$ cat config.mk
export PLATFORM = sky130hd
export DESIGN_NAME = uart_transmitter
export DESIGN_NICKNAME = d
export VERILOG_FILES = /design/src/rtl/uart_transmitter.sv
export SDC_FILE = /design/constraint.sdc
export NUM_CORES = 1
export LEC_CHECK = 0
export BUFFER_PORTS_ARGS = -buffer_cell sky130_fd_sc_hd__buf_4
export CORE_UTILIZATION = 25
export DETAILED_ROUTE_END_ITERATION = 10
export GPL_ROUTABILITY_DRIVEN = 0
export SLEW_MARGIN = 20
export SYNTH_ARGS = -nofsm -noshare
export SYNTH_HDL_FRONTEND = slang
export SYNTH_SLANG_ARGS = --single-unit
$ cat constraint.sdc
create_clock -name clk -period 1.9 [get_ports clk]
set_clock_uncertainty 0.1 [all_clocks]
set_input_delay 0.38 -clock clk [delete_from_list [all_inputs] [get_ports clk]]
set_output_delay 0.38 -clock clk [all_outputs]
set_load 0.02 [all_outputs]
$ cat src/rtl/uart_transmitter.sv
// UART serializer (start, DBITS data bits LSB first, optional parity, stop) paced by a 16x sample_tick.
// Define UART_TX_PARITY_EN to insert a parity bit (even, or odd with PARITY_ODD = 1) between data and stop.
module uart_transmitter #(
  parameter int DBITS      = 8,
  parameter int SB_TICK    = 16,
  parameter bit PARITY_ODD = 1'b0
) (
  input  logic             clk,
  input  logic             reset,
  input  logic             sample_tick,
  input  logic             tx_start,
  input  logic [DBITS-1:0] data_in,
  output logic             tx,
  output logic             tx_busy,
  output logic             tx_done
);

`ifdef UART_TX_PARITY_EN
  typedef enum logic [2:0] {IDLE, START, DATA, PARITY, STOP} state_e;
`else
  typedef enum logic [2:0] {IDLE, START, DATA, STOP} state_e;
`endif

  state_e           state_q;
  logic [4:0]       tickCnt_q;
  logic [4:0]       tickCnt_d;
  logic [2:0]       nbits_q;
  logic [DBITS-1:0] shiftReg_q;
  logic [DBITS-1:0] shiftReg_d;
  logic             tx_q;
  logic             busy_q;
  logic             done_q;
`ifdef UART_TX_PARITY_EN
  logic             parity_q;
`endif

  // The tick counter is five bits so the stop period can stretch to two bit times.
  always_comb begin
    tickCnt_d  = tickCnt_q + 5'd1;
    shiftReg_d = shiftReg_q >> 1;
  end

  // tx, tx_busy and tx_done are registered alongside the state so every output is glitch-free.
  always_ff @(posedge clk) begin
    if (reset) begin
      state_q    <= IDLE;
      tickCnt_q  <= '0;
      nbits_q    <= '0;
      shiftReg_q <= '0;
      tx_q       <= 1'b1;
      busy_q     <= 1'b0;
      done_q     <= 1'b0;
`ifdef UART_TX_PARITY_EN
      parity_q   <= 1'b0;
`endif
    end else begin
      done_q <= 1'b0;
      case (state_q)
        IDLE: begin
          tx_q <= 1'b1;
          if (tx_start) begin
            shiftReg_q <= data_in;
            tickCnt_q  <= '0;
            nbits_q    <= '0;
            tx_q       <= 1'b0;
            busy_q     <= 1'b1;
            state_q    <= START;
`ifdef UART_TX_PARITY_EN
            parity_q   <= (^data_in) ^ PARITY_ODD;
`endif
          end
        end
        START: begin
          if (sample_tick) begin
            if (tickCnt_q == 5'd15) begin
              tickCnt_q <= '0;
              nbits_q   <= '0;
              tx_q      <= shiftReg_q[0];
              state_q   <= DATA;
            end else begin
              tickCnt_q <= tickCnt_d;
            end
          end
        end
        DATA: begin
          if (sample_tick) begin
            if (tickCnt_q == 5'd15) begin
              tickCnt_q  <= '0;
              shiftReg_q <= shiftReg_d;
              if (nbits_q == 3'(DBITS - 1)) begin
`ifdef UART_TX_PARITY_EN
                tx_q    <= parity_q;
                state_q <= PARITY;
`else
                tx_q    <= 1'b1;
                state_q <= STOP;
`endif
              end else begin
                nbits_q <= nbits_q + 3'd1;
                tx_q    <= shiftReg_d[0];
              end
            end else begin
              tickCnt_q <= tickCnt_d;
            end
          end
        end
`ifdef UART_TX_PARITY_EN
        PARITY: begin
          if (sample_tick) begin
            if (tickCnt_q == 5'd15) begin
              tickCnt_q <= '0;
              tx_q      <= 1'b1;
              state_q   <= STOP;
            end else begin
              tickCnt_q <= tickCnt_d;
            end
          end
        end
`endif
        STOP: begin
          tx_q <= 1'b1;
          if (sample_tick) begin
            if (tickCnt_q == 5'(SB_TICK - 1)) begin
              tickCnt_q <= '0;
              busy_q    <= 1'b0;
              done_q    <= 1'b1;
              state_q   <= IDLE;
            end else begin
              tickCnt_q <= tickCnt_d;
            end
          end
        end
        default: begin
          tx_q    <= 1'b1;
          busy_q  <= 1'b0;
          state_q <= IDLE;
        end
      endcase
    end
  end

  assign tx      = tx_q;
  assign tx_busy = busy_q;
  assign tx_done = done_q;

endmodule

==> results of run 1 <==
## per-layer routing
layer / vias up / routed length (um) / GRT usage, %
li1: 538 / - / -
met1: 473 / 1340 / 14.8
met2: 14 / 1100 / 16.9
met3: 5 / 91 / 1.83
met4: 0 / 59 / 6.54
met5: - / 0 / 0
## flip-flops by register name, summed over array words and instances, names as in the netlist
register	count
state_q	2
tx_done	1
tx_busy	1
tx	1
tickCnt_q	5
shiftReg_q	8
nbits_q	3
## area by class of cell
class	instances	area, um2
multi-input cells	101	717
well taps	52	65.1
repair buffers	23	173
clock buffers	4	45.0
fillers	494	3060
inverters	7	26.3
flip-flops and latches	21	422
## synthesized netlist by cell type, types with 2 or more instances
master and number:
and3_1 4, buf_6 3, nand3_1 3, nand2b_1 4, nor2_1 8, mux2i_1 9, a211oi_1 2, a31oi_1 2
o21ai_0 13, dfxtp_1 21, buf_4 2, a21oi_1 10, o211ai_1 2, o2bb2ai_1 3, ha_1 8, o2111ai_1 2
or3_1 5, inv_1 7, or3_2 3, nand2_1 7
## power by group
part           internal [mW]  switching (mW)  leakage [nW]  total (mW)
sequential             0.550          0.0576         0.172       0.607
combinational          0.450           0.538         0.364       0.988
clock                  0.150           0.154        0.0228       0.304
total                   1.15           0.749         0.558        1.90
## worst max-delay path, delay by kind of cell, from the launching register on
family | cells | cell delay [ns]
and+or+nand+nor | 2 | 0.81
DFF | 1 | 0.37
AOI/OAI and AO/OA | 2 | 0.26
adders and majority gates | 1 | 0.18
## path summary, 6_finish.rpt
kind	startpoint	endpoint	slack, ns	depth (start not counted)
min reg2reg	nbits_q[2]$_SDFFE_PP0P_	nbits_q[2]$_SDFFE_PP0P_	0.36	2
min	reset	shiftReg_q[1]$_SDFFE_PP0P_	0.30	2
max	tickCnt_q[0]$_SDFFE_PP0P_	shiftReg_q[1]$_SDFFE_PP0P_	0.12	5
max reg2reg	tickCnt_q[0]$_SDFFE_PP0P_	shiftReg_q[1]$_SDFFE_PP0P_	0.12	5
## logic make-up (layout without fill, tap and decap cells)
| logic type | count (synthesis) | after routing | share of synthesized area [%] |
|---|---|---|---|
| DFF | 21 | 21 | 34.9 |
| buffers and inverters | 13 | 34 | 6.53 |
| and+or+nand+nor | 42 | 42 | 20.1 |
| muxes | 9 | 9 | 7.47 |
| AOI/OAI and AO/OA | 41 | 41 | 22.0 |
| adders and majority gates | 8 | 8 | 8.30 |
| xor gates and xnor gates | 1 | 1 | 0.726 |
## through the flow
stage	worst slack [ns]	instances	cell area, um2	utilization, %	power, mW
floorplan	0.0964	135	1210	-	1.31
global placement	0.122	204	1390	30.9	1.58
detailed placement	0.0531	204	1390	30.9	1.59
CTS	0.0459	208	1440	31.9	1.89
global route	0.0191	208	1450	32.1	2.05
finish	0.119	208	1450	32.1	1.90
## what timing repair did
item	CTS	global route
resized for setup	0	5
setup endpoints to repair	0	4
setup buffers	0	0
==> flow_metrics.tcl, run 1 <==
set metrics [dict create \
    status "finished clean" \
    first_pass_iters 4 \
    min_period_ns 1.78 \
    ant_nets 0 \
    drv_cap 0 \
    antenna_cells 0 \
    grt_pass1_vias 960 \
    slew_headroom_pct 73.7 \
    totalWireLength_um 2590 \
    io_buffers 14 \
    vias 1030 \
    end_kind "flop" \
    slew_violations 0 \
    nNetsFinal 177 \
    crit_path_start_kind "flop" \
    hold_ws_ns 0.298 \
    powerDensity_nw_per_um2 1310 \
    worstMarginPinSlew_ns 0.391 \
    cts_tree "built" \
    core_area_um2 4500 \
    finalCritPeriodShare_pct 93.7 \
    crit_chain "ha_1 > and4b_2 > a21oi_4 > or3_2 > a21oi_2" \
    seq_area_frac_synth_pct 34.9 \
    crit_path_top_delay_cell "or3_2" \
    area_growth_syn_to_layout_pct 20.0 \
    synth.ff_latch_count 21 \
    io_pins 15 \
    die_w_um 71.5 \
    cts_hold_buf 0 \
    dieArea_um2 5110 \
    critPathMaxFanout 15 \
    arrival_ns 1.89 \
    irDropWorstVdd_mv 0.532 \
    layout_commonest_cell "buf_4" \
    synth_area_um2 1210 \
    leakage_nw 0.558 \
    antenna_found_initial 0 \
    drtIter0Drc 32 \
    numCtsBuffers 3 \
    num_rows 24 \
    final_cell_mix "buf_4 (23), dfxtp_1 (20), o21ai_0 (13), mux2i_1 (9), a21oi_1 (9)" \
    hold_violations 0 \
    grt_pass1_wl_um 4360 \
    hpwl_um 1940 \
    synth.area.top_cells "dfxtp_1 (35%), ha_1 (8.3%), mux2i_1 (7.5%)" \
    syn_nets 155 \
    clkSinkCount 21 \
    htreeDepth 1 \
    fp.dieH_um 71.5 \
    clkTransAtPathRegs_ns 0.08 \
    setup_tns_ns 0 \
    synth.largest_area_cell "dfxtp_1" \
    cpPeakStageDelay_ns 0.48 \
    grt_max_degree 17 \
    cts_max_path_buffers 2 \
    grt.total_usage_pct 11.1 \
    clk_latency_ns 0.27 \
    synth_top_area_share_pct 34.9 \
    syn_inst 135 \
    wl_per_cell_um 12.4 \
    setup_viol 0 \
    drc 0 \
    syn_avg_cell_area_um2 8.93 \
    drive_gt1_share_pct 24.4 \
    worstPathRequired_ns 2.01 \
    hold_class "in -> reg" \
    fmax_ghz 0.561 \
    grt-ovfl-total 0 \
    start_util_pct 26.8 \
    rsz0062_at_grt "no" \
    ys_async_sr_fraction_pct 0 \
    synth_ff_type "dfxtp_1" \
    synth_edf_count 0 \
    yosys_warnings 0 \
    crit_type "reg -> reg" \
    root_buffer "clkbuf_8" \
    yosysUniqueCellTypes 37 \
    vias_per_cell 4.95 \
]
No activity file was read; power rests on OpenSTA's default activity.
==> run 2: changes to the inputs <==
--- a/config.mk
+++ b/config.mk
@@ -6,6 +6,7 @@
 export NUM_CORES = 1
 export LEC_CHECK = 0
 export BUFFER_PORTS_ARGS = -buffer_cell sky130_fd_sc_hd__buf_4
+export CORE_ASPECT_RATIO = 0.8
 export CORE_UTILIZATION = 25
 export DETAILED_ROUTE_END_ITERATION = 10
 export GPL_ROUTABILITY_DRIVEN = 0
==> run 2 against run 1 <==
Design area up 1.0%. Combinational power up 0.7%. Wire length up 1.3%. Non-clock buffer count unchanged. Largest cell class unchanged. Worst hold slack better by 0.0095 ns. Sequential share of layout area down 0.30 points.
==> flow_metrics.tcl, run 2 (synthesis gave the netlist of run 1 again) <==
set metrics [dict create \
    biggestRegsByFlops "shiftReg_q: 8 flops, tickCnt_q: 5 flops, nbits_q: 3 flops" \
    min_period_ns 1.80 \
    fp.dieH_um 64.1 \
    fin_util_pct 31.6 \
    worstMarginPinSlew_ns 0.388 \
    cpPeakStageDelay_ns 0.48 \
    grt_pass1_vias 934 \
    totalWireLength_um 2620 \
    crit_path_top_delay_cell "or3_2" \
    status "finished clean" \
    nNetsFinal 177 \
    drv_cap 0 \
    worstPathRequired_ns 2.00 \
    finalCritPeriodShare_pct 94.7 \
    grt_pass1_wl_um 4310 \
    largest-register "shiftReg_q" \
    slew_violations 0 \
    vias 1027 \
    htreeDepth 1 \
    setup_ws_ns 0.101 \
    vias_per_cell 4.75 \
    final_cell_mix "buf_4 (23), dfxtp_1 (20), o21ai_0 (13), mux2i_1 (9), a21oi_1 (9)" \
    ant_nets 0 \
    setup_viol 0 \
    crit_path_start_kind "flop" \
    clk_latency_ns 0.26 \
    grt_max_degree 17 \
    cp_top_family "simple AND/OR/NAND/NOR gates" \
    fillerInstances 497 \
    grt-ovfl-total 0 \
    start_util_pct 26.1 \
    root_buffer "clkbuf_8" \
    hold_class "in -> reg" \
    antenna_found_initial 0 \
    irDropWorstVdd_mv 0.603 \
    io_pins 15 \
    first_pass_iters 4 \
    fmax_ghz 0.556 \
    hpwl_um 1910 \
    multiInputGateArea_um2 722 \
    hold_ws_ns 0.308 \
    end_kind "flop" \
    place_ws_ns 0.0320 \
    seqCellArea_um2 422 \
    io_buffers 14 \
    hold_violations 0 \
    post_cts_buffers 0 \
    drive_gt1_share_pct 25.0 \
    critPathMaxFanout 15 \
    crit_chain "inv_1 > ha_2 > nand2b_2 > o21ai_0 > buf_4 > or3_2 > a21oi_1" \
    largest_reg_flops 8 \
    area_growth_syn_to_layout_pct 21.3 \
    dieArea_um2 5110 \
    slew_headroom_pct 73.9 \
    grt.total_usage_pct 10.8 \
    cts_max_path_buffers 2 \
    clkSinkCount 21 \
    antenna_cells 0 \
    leakage_nw 0.561 \
    num_rows 22 \
    worst-path-buf-inv 2 \
    crit_type "reg -> reg" \
    drtIter0Drc 36 \
    arrival_ns 1.90 \
    wl_per_cell_um 12.1 \
    numCtsBuffers 3 \
    powerDensity_nw_per_um2 1300 \
    die_w_um 79.7 \
    cts_tree "built" \
    layout_commonest_cell "buf_4" \
    core_area_um2 4620 \
    drc 0 \
    clkTransAtPathRegs_ns 0.08 \
]
## run 2: changes by cell type in the layout (fill, tap and decap cells not counted)
| cell | delta |
|---|---|
| or3_4 | +1 |
| or3_1 | -1 |
## run 2: per-stage QoR
stage          setup TNS (ns)  area (um2)  instances  power (mW)
6_report                    0        1460        216        1.90
3_5_place_dp                0        1400        212        1.58
2_1_floorplan               0        1210        135        1.31
5_1_grt             -0.000798        1460        216        2.04
3_3_place_gp                0        1400        212        1.58
4_1_cts                     0        1450        216        1.89
## run 2: cell type report
| cell class | count | area share, % |
|---|---|---|
| well taps | 60 | 5.13 |
| multi-input cells | 101 | 49.4 |
| inverters | 7 | 1.80 |
| clock buffers | 4 | 3.08 |
| repair buffers | 23 | 11.8 |
| flip-flops and latches | 21 | 28.8 |
## run 2: final timing paths
kind                                               from                    endpoint  slack, ns  cells past startpoint
worst max-delay path            state_q[1]$_SDFFE_PP0P_  shiftReg_q[6]$_SDFFE_PP0P_       0.10                      7
worst max register to register  state_q[1]$_SDFFE_PP0P_  shiftReg_q[6]$_SDFFE_PP0P_       0.10                      7
worst min-delay path                         data_in[7]  shiftReg_q[7]$_SDFFE_PP0P_       0.31                      3
worst min register to register  nbits_q[2]$_SDFFE_PP0P_     nbits_q[2]$_SDFFE_PP0P_       0.36                      2
## run 2: timing repair
item,4_1_cts,5_1_grt
hold endpoints to repair,0,0
hold buffers,0,0
endpoints found under the setup margin,0,6
resized for setup,0,6
## run 2: power by group
group | switching, mW | internal, mW
registers | 0.0587 | 0.549
logic | 0.543 | 0.452
clock network | 0.152 | 0.150
## run 2: per-layer routing
layer	GRT usage, %	vias to the layer above	share of wire, %
li1	-	538	-
met1	15.1	467	54
met2	15.5	18	40
met3	3.57	4	4.8
met4	3.41	0	0.92
met5	0	-	0
## run 2: worst reg2reg max path, delay by kind of cell, from the launching register on
kind,cells,cell delay [ns]
compound gates,2,0.21
fa+ha+maj,1,0.21
buf+inv,2,0.29
flops,1,0.37
simple gates,2,0.55
